`src/rtl/note_pkg.sv`:
```
// Shared row type, default screen geometry and the x-to-lane helper
// for the falling-note engine.
package note_pkg;

    localparam int DEF_LANES    = 4;
    localparam int DEF_LANE_W   = 160;
    localparam int DEF_NOTE_H   = 32;
    localparam int DEF_SCREEN_H = 480;
    localparam int DEF_DEPTH    = 4;
    localparam int DEF_DIV_W    = 20;
    localparam int DEF_HIT_Y    = 440;

    typedef struct packed {
        logic [9:0]           y;
        logic [DEF_LANES-1:0] mask;
        logic                 valid;
    } row_t;

    // Returns 'lanes' (an out-of-range index) when x is right of the last lane.
    function automatic int lane_of(input logic [9:0] x, input int lane_w, input int lanes);
        int lane;
        lane = int'(x) / lane_w;
        return (lane < lanes) ? lane : lanes;
    endfunction

endpackage

```
`src/rtl/step_timer.sv`:
```
// Programmable scroll tick: one-clock step every speed_div+1 clocks.
module step_timer #(
    parameter int DIV_W = 20
) (
    input  logic             CLOCK_25,
    input  logic             reset,
    input  logic [DIV_W-1:0] speed_div,
    output logic             step
);

    logic [DIV_W-1:0] count;

    // Equality compare lets a lowered divider wrap the counter through 2^DIV_W.
    assign step = !reset && (count == speed_div);

    always_ff @(posedge CLOCK_25) begin
        if (reset) begin
            count <= '0;
        end else if (step) begin
            count <= '0;
        end else begin
            count <= count + DIV_W'(1);
        end
    end

endmodule

```
`src/rtl/note_row_scroller.sv`:
```
// Falling-note ring buffer: spawns, scrolls, retires and draws note rows.
// Define HIT_CLEAR_EN to add the hit_clear input that removes struck lanes.
module note_row_scroller
    import note_pkg::*;
#(
    parameter int LANES    = DEF_LANES,
    parameter int LANE_W   = DEF_LANE_W,
    parameter int NOTE_H   = DEF_NOTE_H,
    parameter int SCREEN_H = DEF_SCREEN_H,
    parameter int DEPTH    = DEF_DEPTH,
    parameter int DIV_W    = DEF_DIV_W,
    parameter int HIT_Y    = DEF_HIT_Y
) (
    input  logic                       CLOCK_25,
    input  logic                       reset,
    input  logic [DIV_W-1:0]           speed_div,
    input  logic                       spawn_valid,
    input  logic [LANES-1:0]           spawn_mask,
    output logic                       spawn_ready,
    input  logic [9:0]                 next_x,
    input  logic [9:0]                 next_y,
`ifdef HIT_CLEAR_EN
    input  logic [LANES-1:0]           hit_clear,
`endif
    output logic [LANES-1:0]           sprite_pattern,
    output logic [LANES-1:0]           hit_window,
    output logic                       row_retired,
    output logic [LANES-1:0]           retired_mask,
    output logic [$clog2(DEPTH+1)-1:0] row_count
);

    localparam int PW   = (DEPTH > 1) ? $clog2(DEPTH) : 1;
    localparam int CW   = $clog2(DEPTH + 1);
    localparam int HALF = NOTE_H / 2;

    logic [9:0]       y_q    [DEPTH];
    logic [LANES-1:0] mask_q [DEPTH];
    logic [DEPTH-1:0] valid_q;
    logic [PW-1:0]    head;
    logic [PW-1:0]    tail;
    logic [PW-1:0]    newest;

    logic             step;
    logic             accept;
    logic             step_retire;
    logic             retire;
    logic [LANES-1:0] draw;
    logic [LANES-1:0] hit_next;
    int               draw_lane;

    function automatic logic [PW-1:0] ptr_inc(input logic [PW-1:0] p);
        return (p == PW'(DEPTH - 1)) ? '0 : p + PW'(1);
    endfunction

    step_timer #(.DIV_W(DIV_W)) u_step_timer (
        .CLOCK_25  (CLOCK_25),
        .reset     (reset),
        .speed_div (speed_div),
        .step      (step)
    );

    // A new row may only enter once the previous one has fully cleared the top edge.
    assign newest      = (tail == '0) ? PW'(DEPTH - 1) : tail - PW'(1);
    assign spawn_ready = !reset && (row_count < CW'(DEPTH)) &&
                         ((row_count == '0) || (y_q[newest] >= 10'(NOTE_H)));
    assign accept      = spawn_valid && spawn_ready;
    assign step_retire = step && valid_q[head] && (y_q[head] == 10'(SCREEN_H));

`ifdef HIT_CLEAR_EN
    logic             kill_pending;
    logic [LANES-1:0] clear_bits;

    assign clear_bits = hit_clear & hit_window;
    assign retire     = step_retire || kill_pending;
`else
    assign retire     = step_retire;
`endif

    assign draw_lane = lane_of(next_x, LANE_W, LANES);

    // Window compare done in 11 bits so rows near the top never underflow.
    always_comb begin
        draw = '0;
        for (int r = 0; r < DEPTH; r++) begin
            if (valid_q[r] &&
                (({1'b0, next_y} + 11'(HALF)) >= {1'b0, y_q[r]}) &&
                ({1'b0, next_y} < ({1'b0, y_q[r]} + 11'(HALF)))) begin
                for (int l = 0; l < LANES; l++) begin
                    if ((draw_lane == l) && mask_q[r][l]) begin
                        draw[l] = 1'b1;
                    end
                end
            end
        end
    end

    always_comb begin
        hit_next = '0;
        if (valid_q[head] &&
            (({1'b0, y_q[head]} + 11'(HALF)) >= 11'(HIT_Y)) &&
            ({1'b0, y_q[head]} <= 11'(HIT_Y + HALF))) begin
            hit_next = mask_q[head];
        end
    end

    always_ff @(posedge CLOCK_25) begin
        if (reset) begin
            head           <= '0;
            tail           <= '0;
            row_count      <= '0;
            valid_q        <= '0;
            sprite_pattern <= '0;
            hit_window     <= '0;
            row_retired    <= 1'b0;
            retired_mask   <= '0;
            for (int i = 0; i < DEPTH; i++) begin
                y_q[i]    <= '0;
                mask_q[i] <= '0;
            end
`ifdef HIT_CLEAR_EN
            kill_pending   <= 1'b0;
`endif
        end else begin
            for (int i = 0; i < DEPTH; i++) begin
                if (step && valid_q[i] && !(retire && (PW'(i) == head))) begin
                    y_q[i] <= y_q[i] + 10'd1;
                end
            end
`ifdef HIT_CLEAR_EN
            // An emptied oldest row is retired one clock later with a zero mask.
            if (!retire && valid_q[head]) begin
                mask_q[head] <= mask_q[head] & ~clear_bits;
            end
            kill_pending <= !retire && valid_q[head] && (mask_q[head] != '0) &&
                            ((mask_q[head] & ~clear_bits) == '0);
`endif
            if (retire) begin
                valid_q[head] <= 1'b0;
                head          <= ptr_inc(head);
            end
            if (accept) begin
                y_q[tail]     <= '0;
                mask_q[tail]  <= spawn_mask;
                valid_q[tail] <= 1'b1;
                tail          <= ptr_inc(tail);
            end
            if (accept && !retire) begin
                row_count <= row_count + CW'(1);
            end else if (!accept && retire) begin
                row_count <= row_count - CW'(1);
            end
            row_retired    <= retire;
            retired_mask   <= retire ? mask_q[head] : '0;
            sprite_pattern <= draw;
            hit_window     <= hit_next;
        end
    end

endmodule

```
`config.mk`:
```
export PLATFORM = sky130hd
export DESIGN_NAME = note_row_scroller
export DESIGN_NICKNAME = d
export VERILOG_FILES = /design/src/rtl/note_pkg.sv /design/src/rtl/step_timer.sv /design/src/rtl/note_row_scroller.sv
export SDC_FILE = /design/constraint.sdc
export NUM_CORES = 1
export LEC_CHECK = 0
export BUFFER_PORTS_ARGS = -buffer_cell sky130_fd_sc_hd__buf_2
export CORE_ASPECT_RATIO = 0.8
export CORE_UTILIZATION = 25
export DETAILED_ROUTE_END_ITERATION = 8
export PLACE_DENSITY = 0.41
export RECOVER_POWER = 100
export SLEW_MARGIN = 20
export SYNTH_ARGS = -nofsm -noshare
export SYNTH_HDL_FRONTEND = slang
export SYNTH_HIERARCHICAL = 1
export SYNTH_SLANG_ARGS = --single-unit
```
`constraint.sdc`:
```
create_clock -name CLOCK_25 -period 4.45 [get_ports CLOCK_25]
set_input_delay 0 -clock CLOCK_25 [delete_from_list [all_inputs] [get_ports CLOCK_25]]
set_output_delay 0 -clock CLOCK_25 [all_outputs]
set_load 0.05 [all_outputs]
```
==> results of run 1 <==
-- cell usage after synthesis, types with 6 or more instances --
| cell type | instances |
|---|---|
| sky130_fd_sc_hd__nand2_1 | 32 |
| sky130_fd_sc_hd__inv_1 | 60 |
| sky130_fd_sc_hd__or3_1 | 8 |
| sky130_fd_sc_hd__mux4_2 | 13 |
| sky130_fd_sc_hd__nor4_1 | 11 |
| sky130_fd_sc_hd__o21a_1 | 6 |
| sky130_fd_sc_hd__nor3_1 | 12 |
| sky130_fd_sc_hd__and2_1 | 7 |
| sky130_fd_sc_hd__dfxtp_1 | 86 |
| sky130_fd_sc_hd__ha_1 | 89 |
| sky130_fd_sc_hd__nand4_1 | 21 |
| sky130_fd_sc_hd__xor2_1 | 26 |
| sky130_fd_sc_hd__a21o_1 | 9 |
| sky130_fd_sc_hd__nand3b_1 | 6 |
| sky130_fd_sc_hd__nand3_1 | 38 |
| sky130_fd_sc_hd__clkbuf_1 | 11 |
| sky130_fd_sc_hd__and3_1 | 8 |
| sky130_fd_sc_hd__edfxtp_1 | 16 |
| sky130_fd_sc_hd__a21oi_1 | 28 |
| sky130_fd_sc_hd__o21ai_0 | 23 |
| sky130_fd_sc_hd__xnor2_1 | 66 |
| sky130_fd_sc_hd__mux2i_1 | 6 |
| sky130_fd_sc_hd__nand2b_1 | 15 |
| sky130_fd_sc_hd__nor2_1 | 97 |
-- state kept, by name (all words and copies together), names as in the netlist, named ones only --
signal / count
tail: 2
valid_q: 4
mask_q: 16
u_step_timer/count: 20
head: 2
hit_window: 4
sprite_pattern: 4
row_retired: 1
y_q: 40
retired_mask: 4
row_count: 3
-- power by group --
| part | switching, mW | total (mW) | internal (mW) |
|---|---|---|---|
| logic | 0.209 | 0.333 | 0.124 |
| registers | 0.0406 | 1.01 | 0.967 |
| clock network | 0.399 | 0.843 | 0.444 |
| total | 0.648 | 2.18 | 1.53 |
-- kinds of logic after synthesis --
family	after synthesis	synth area share (%)
DFF	102	30.5
buffers and inverters	84	4.82
and+or+nand+nor	285	20.7
adders and majority gates	90	15.7
xor gates and xnor gates	92	11.2
AOI/OAI and AO/OA	123	12.2
muxes	19	4.89
-- stage by stage --
step / total power [mW] / hold slack [ns] / util [%]
global route: 2.29 / 0.0303 / 28.7
finish: 2.18 / 0.0215 / 28.7
floorplan: 1.24 / 0.165 / -
global placement: 1.37 / 0.408 / 27.9
detailed placement: 1.37 / 0.404 / 27.9
CTS: 2.22 / 0.00865 / 29.0
-- worst reg2reg max path, cell delays in order (launching register included) --
cell and delay (ns):
sky130_fd_sc_hd__dfxtp_1 0.47, sky130_fd_sc_hd__clkbuf_1 0.81, sky130_fd_sc_hd__mux4_2 0.67, sky130_fd_sc_hd__nand3_2 0.15, sky130_fd_sc_hd__nor4_4 0.06, sky130_fd_sc_hd__and2_4 0.22
sky130_fd_sc_hd__inv_1 0.18, sky130_fd_sc_hd__ha_1 0.22, sky130_fd_sc_hd__inv_1 0.06, sky130_fd_sc_hd__fa_1 0.37, sky130_fd_sc_hd__xor2_1 0.15, sky130_fd_sc_hd__or3_1 0.30
sky130_fd_sc_hd__a21oi_1 0.13
-- layer usage --
metal	part of all wire [%]	routed length, um	track usage (%)	vias to the layer above
met5	0	0	0	-
met1	53	11800	23.3	2783
li1	-	-	-	2956
met3	3.9	873	2.67	18
met4	1.3	289	3.82	0
met2	41	9170	22.0	125
-- layout make-up --
type,count,area [um^2],area share [%]
Multi-Input combinational cell,609,4620,56.8
Inverter,61,229,2.81
Tap cell,370,463,5.69
Sequential cell,102,2200,27.1
Clock buffer,9,225,2.77
Clock inverter,7,81.3,0.999
Timing Repair Buffer,66,318,3.90
-- final timing paths --
path	start	to	cells past startpoint
worst max-delay path	flop	row_count[2]	12
worst min-delay path	next_x[9]	sprite_pattern[0]	4
worst max register to register	flop	row_count[2]	12
worst min register to register	u_step_timer/count[0]	u_step_timer/count[0]	1
==> run summary, run 1 <==
The placement row count is 55. The number of violations of the max-capacitance limit is 0. The register area share after synthesis came out at 30.5%. The floorplan step defined a die boundary enclosing 29500 um^2. The final setup TNS came out at 0 ns. The count of final max-slew check failures came to 0.

Once routing completed, OpenROAD measured the worst setup slack at 0.584 ns. The port buffer count is 58. The total number of yosys warnings came out at 6.

The clock transition time at the flip-flop clock pins of the worst setup and hold paths came out at 0.07 ns. Leaving out fill and tap cells, the most frequent cells in the layout are sky130_fd_sc_hd__nor2_1 (98), sky130_fd_sc_hd__ha_1 (89), sky130_fd_sc_hd__dfxtp_1 (86), sky130_fd_sc_hd__xnor2_1 (66), sky130_fd_sc_hd__inv_1 (61). The remaining global-route overflow is 0. After legalization and detailed placement, the total HPWL measured 17200 um.

The worst path required time is 4.74 ns. The run finished with clean final reports. The post-route antenna net violation count came out at 0. In this run the tightest slew margin relative to its limit is 30.5%.

Leaving out fill and tap cells, the most frequent cell in the layout is sky130_fd_sc_hd__nor2_1. After clock tree synthesis, the flow added hold-fix buffers numbering 0. The number of global-route vias before repair is 5609. The die width is 192 um. The H-tree generated during clock tree synthesis spans 3 levels. The worst-case IR drop observed on VDD is 214 uV. Counting flops with a built-in enable in the synthesized netlist gives 16. The number of failing setup endpoints in the final timing report is 0. For this run, the leading register cell type out of synthesis is sky130_fd_sc_hd__dfxtp_1. Once the clock tree was built, the setup fixing pass inserted 0 buffers. Yosys attributes the largest share of cell area to sky130_fd_sc_hd__dfxtp_1 (24%), sky130_fd_sc_hd__ha_1 (15%), sky130_fd_sc_hd__xnor2_1 (8.0%). The root buffer selected by CTS is sky130_fd_sc_hd__clkbuf_16.

The number of inserted filler cells in the final layout is 3051. 0 antenna diodes ended up in the layout. The routed wirelength normalized by instance count came out at 18.1 um. The worst setup path is launched from a flop.

The first global-routing pass estimated 33800 um of wire. The register bit count reported by yosys is 102. In this run the cell area of the synthesized design comes to 7210 um^2. The first detailed-routing pass ran for 6 iterations. Cells with a size suffix above 1 make up 10.4% of the layout.

The weighted congestion reported at the end of routability-driven placement came out at 0.829. The start-to-end type of the worst setup path is reg2reg. The layout overhead on the synthesized area came out at 12.9%. Summing all non-filler instances in the final layout gives an area of 8140 um^2. The minimum clock period is 3.87 ns. TritonCTS built the clock tree.

The count of vias placed by the detailed router came out at 5882. The final critical path takes up 86.9% of the cycle. The global-route total usage across every layer is 15.4%. The total power divided by cell area is 268 nW/um^2. The clock insertion delay at the later pin of the skew report came out at 0.37 ns. The buffering stage count on the worst path with inverters included is 3. The async set or reset register ratio after synthesis is 0%. The synthesized area per cell came out at 9.07 um^2.

The number of antenna violations at the first check in global routing came to 0. The total placed cells including tap cells came out at 1208. Grouping stages by cell kind, the critical path spends the most delay in buffers and inverters.

The tree built by TritonCTS fans out to 102 sinks. The maximum fanout count along the critical path came out at 13. The final instance count without filler cells came out at 1224. Of the post-synthesis cell area, the dominant cell type holds 23.9%. Counting every instance in the synthesized netlist gives 795. The clock passes through at most 2 buffers.

The minimum setup slack among reg-to-reg paths is 0.58 ns. The detailed router finished its first iteration with 552 violations. The wire length reported by the detailed router came out at 22200 um. The area of the core came out at 28400 um^2. Setup repair after global routing left no endpoint under its margin. The count of nets after finishing came out at 986. Summed over all instances, the cell type with the most area after synthesis is sky130_fd_sc_hd__dfxtp_1. The vertical die dimension came out at 154 um. The vias per cell is 4.81. The largest stage delay on the critical path came out at 0.81 ns. TritonCTS created 9 clock buffers. The number of nets handed over by synthesis was 932. The critical path arrival came out at 4.16 ns. Counting stages on the worst path, the most repeated cell is sky130_fd_sc_hd__inv_1. The number of remaining DRC errors came out at 0. Derived from the worst setup path, the maximum achievable clock frequency is 259 MHz. The measured slew at the worst slew-check pin is 1.04 ns.

Traced cell by cell, the critical path runs through clkbuf_1 > mux4_2 > nand3_2 > nor4_4 > and2_4 > inv_1 > ha_1 > inv_1 > fa_1 > xor2_1 > or3_1 > a21oi_1. The number of unique standard cell types used by synthesis came out at 70. The analysis attributes to cell leakage a power of 2.96 nW. STA classifies the critical path endpoint as a flop. The starting density of the core came out at 25.4%. The top-level port count came out at 64.

On the critical path, the stage with the largest delay is an instance of sky130_fd_sc_hd__clkbuf_1. The quantity of gates resized following cts came out at 0. The number of hold violations in the final report came out at 0. The pin count of the biggest net entering global routing came out at 37. The placed standard-cell area came out at 7910 um^2. The worst hold path belongs to the class in2reg. The setup slack after placement came out at 0.788 ns.

Between clock sinks in the finished design, the worst skew comes to 0.0115 ns.
Power figures use the tool's default switching activity.
==> run 2, diff against run 1 <==
- PLACE_DENSITY: 0.41 -> 0.46
==> run 2 against run 1 <==
Against the previous run:
- the run now ends with max-capacitance violations, max-slew violations left
- sequential cell count stayed put
- register-to-register slack better by 0.09 ns
- final cell count stayed put
- critical path type unchanged
- design area hardly changed
- critical endpoint is now sprite_pattern[2]
- largest cell class unchanged
- critical path depth is 3 lower
- die area stayed put
- fmax is 2.4% higher
==> run summary, run 2 (synthesis results as in run 1) <==
The die outline area is 29500 um^2. The number of hold buffers added after CTS was 0. Buffers inserted during clock tree synthesis total 9. The worst ir drop on vdd came out at 170 uV. The library cell used most frequently in the layout, excluding fill and tap cells, is sky130_fd_sc_hd__nor2_1.

The number of inserted filler cells in the final layout is 3066. The register with the most flip-flops in the layout has 40 of them. The vias per cell is 4.75. Across the routed clock network, the largest skew measured is 0.00801 ns. The largest registers in the layout are y_q x40, u_step_timer/count x20, mask_q x16. The quantity of gates resized following cts came out at 0. In this run the worst hold path is classified as in2reg.

The clock passes through at most 2 buffers. The final reports fail on max-capacitance violations, max-slew violations. The area of the core is 28400 um^2. In this run, the number of DRC markers left after iteration 0 of detailed routing was 483.

Wires add up to 20500 um. The number of hold violations in the final report came out at 0. The antenna cell count came out at 0.

The worst-case hold slack came out at 0.0263 ns. After detailed placement, the design holds a cell count of 1208. The number of antenna violations at the first check in global routing came out at 0.

The layout overhead on the synthesized area came out at 12.8%. The worst path in the final design needs a cycle of 3.77 ns, including I/O delays and setup. The clock insertion delay at the later pin of the skew report came out at 0.36 ns. STA classifies the critical path startpoint as a flop. The setup slack after placement came out at 0.765 ns.

The count of final max-slew check failures came out at 1. The wire length of the first global-routing pass is 32400 um. The port buffer count is 58. The number of violations of the max-capacitance limit came out at 1.

Dividing the detail-routed wire length by the instance count gives 16.8 um. The flow ran to the end, but the final reports show violations. The remaining global-route overflow came out at 0. The pin count of the biggest net entering global routing came out at 37. The worst-case headroom to the max-slew limit came out at -1.62%. The start-to-end type of the worst setup path is reg2reg.

The element type at the critical path end is a flop. The first detailed-routing pass ran for 5 iterations. Setup repair after global routing left no endpoint under its margin. In this run the power density over the cells is 257 nW/um^2.

The root buffer selected by CTS is sky130_fd_sc_hd__clkbuf_16. The clock transition time at the flip-flop clock pins of the worst setup and hold paths came out at 0.07 ns. The starting density of the core came out at 25.4%. The global-route total usage across every layer came out at 14.5%.

TritonCTS built the clock tree. At the pin with the least slew margin, the transition time is 1.49 ns. The library cells used most frequently in the layout, excluding fill and tap cells, are sky130_fd_sc_hd__nor2_1 (98), sky130_fd_sc_hd__ha_1 (89), sky130_fd_sc_hd__dfxtp_1 (86), sky130_fd_sc_hd__xnor2_1 (66), sky130_fd_sc_hd__inv_1 (61). The count of vias placed by the detailed router came out at 5819. The post-route netlist has 10.8% of its cells at a drive strength greater than 1.

After routing the design area is 8140 um^2. The number of buffers inserted to repair setup after CTS came out at 0. The number of failing setup endpoints in the final timing report came out at 0.

Summed over all failing endpoints, the final setup total negative slack is 0 ns. The overall power of the completed layout is 2.09 mW. At the worst endpoint, the required time is 4.66 ns.

The maximum fanout count along the critical path came out at 5. The number of remaining DRC errors came out at 0. The static leakage came out at 2.96 nW.

For this run, the top clock speed supported by timing is 265 MHz. The final instance count without filler cells is 1224. The TritonCTS sink count is 102. The share of the clock period used by the worst path is 84.8%. The depth of the CTS H-tree came out at 3. The number of global-route vias before repair is 5616. The post-route antenna net violation count is 0. From bottom edge to top edge, the die measures 154 um. The core occupancy in the finished layout is 28.7%. The top-level port count is 64.

The half-perimeter wire length of the detailed placement result came out at 16200 um. Routability-driven placement finished with a final weighted congestion of 0.836. The die width came out at 192 um. The register name with the most flops is y_q. After floorplanning, the core was divided into 55 placement rows. The count of nets after finishing is 986.

The smallest setup slack after layout came out at 0.676 ns. At the worst endpoint, the arrival time is 3.98 ns. The placed standard-cell area came out at 7910 um^2.
run 2: critical path, stage by stage, from the launching register on:
cell and delay [ns]:
sky130_fd_sc_hd__dfxtp_1 0.48, sky130_fd_sc_hd__ha_1 0.31, sky130_fd_sc_hd__xnor2_1 0.10, sky130_fd_sc_hd__ha_1 0.20, sky130_fd_sc_hd__a211o_1 0.22, sky130_fd_sc_hd__nor4_1 0.26
sky130_fd_sc_hd__nor4_1 0.09, sky130_fd_sc_hd__a2111oi_0 1.24, sky130_fd_sc_hd__a222oi_1 0.17, sky130_fd_sc_hd__a2111oi_0 0.55
run 2: cell type report:
class | instances | area, um^2 | area share, %
well taps | 370 | 463 | 5.69
clock buffers | 9 | 225 | 2.77
clock inverters | 7 | 47.5 | 0.584
repair buffers | 66 | 325 | 4.00
multi-input cells | 609 | 4640 | 57.1
inverters | 61 | 229 | 2.81
flip-flops and latches | 102 | 2200 | 27.1
run 2: path summary, 6_finish.rpt:
kind / from / end / slack, ns / cells after the start
min reg2reg: u_step_timer/count[0] / u_step_timer/count[0] / 0.49 / 1
min: next_x[9] / sprite_pattern[0] / 0.03 / 4
max reg2reg: y_q[0][5] / sprite_pattern[2] / 0.68 / 9
max: y_q[0][5] / sprite_pattern[2] / 0.68 / 9
run 2: per-layer routing:
layer  share of wire (%)  wire length (um)  global-route usage, %
met4                 1.6               319                   4.01
met5                   0                 0                      0
met3                 5.2              1060                   2.51
met1                  51             10500                   21.5
met2                  42              8640                   21.0
run 2: where the power goes:
group / leakage, nW / switching (mW) / internal [mW]
Combinational: 1.97 / 0.204 / 0.122
Sequential: 0.861 / 0.0368 / 0.967
Clock: 0.126 / 0.377 / 0.380
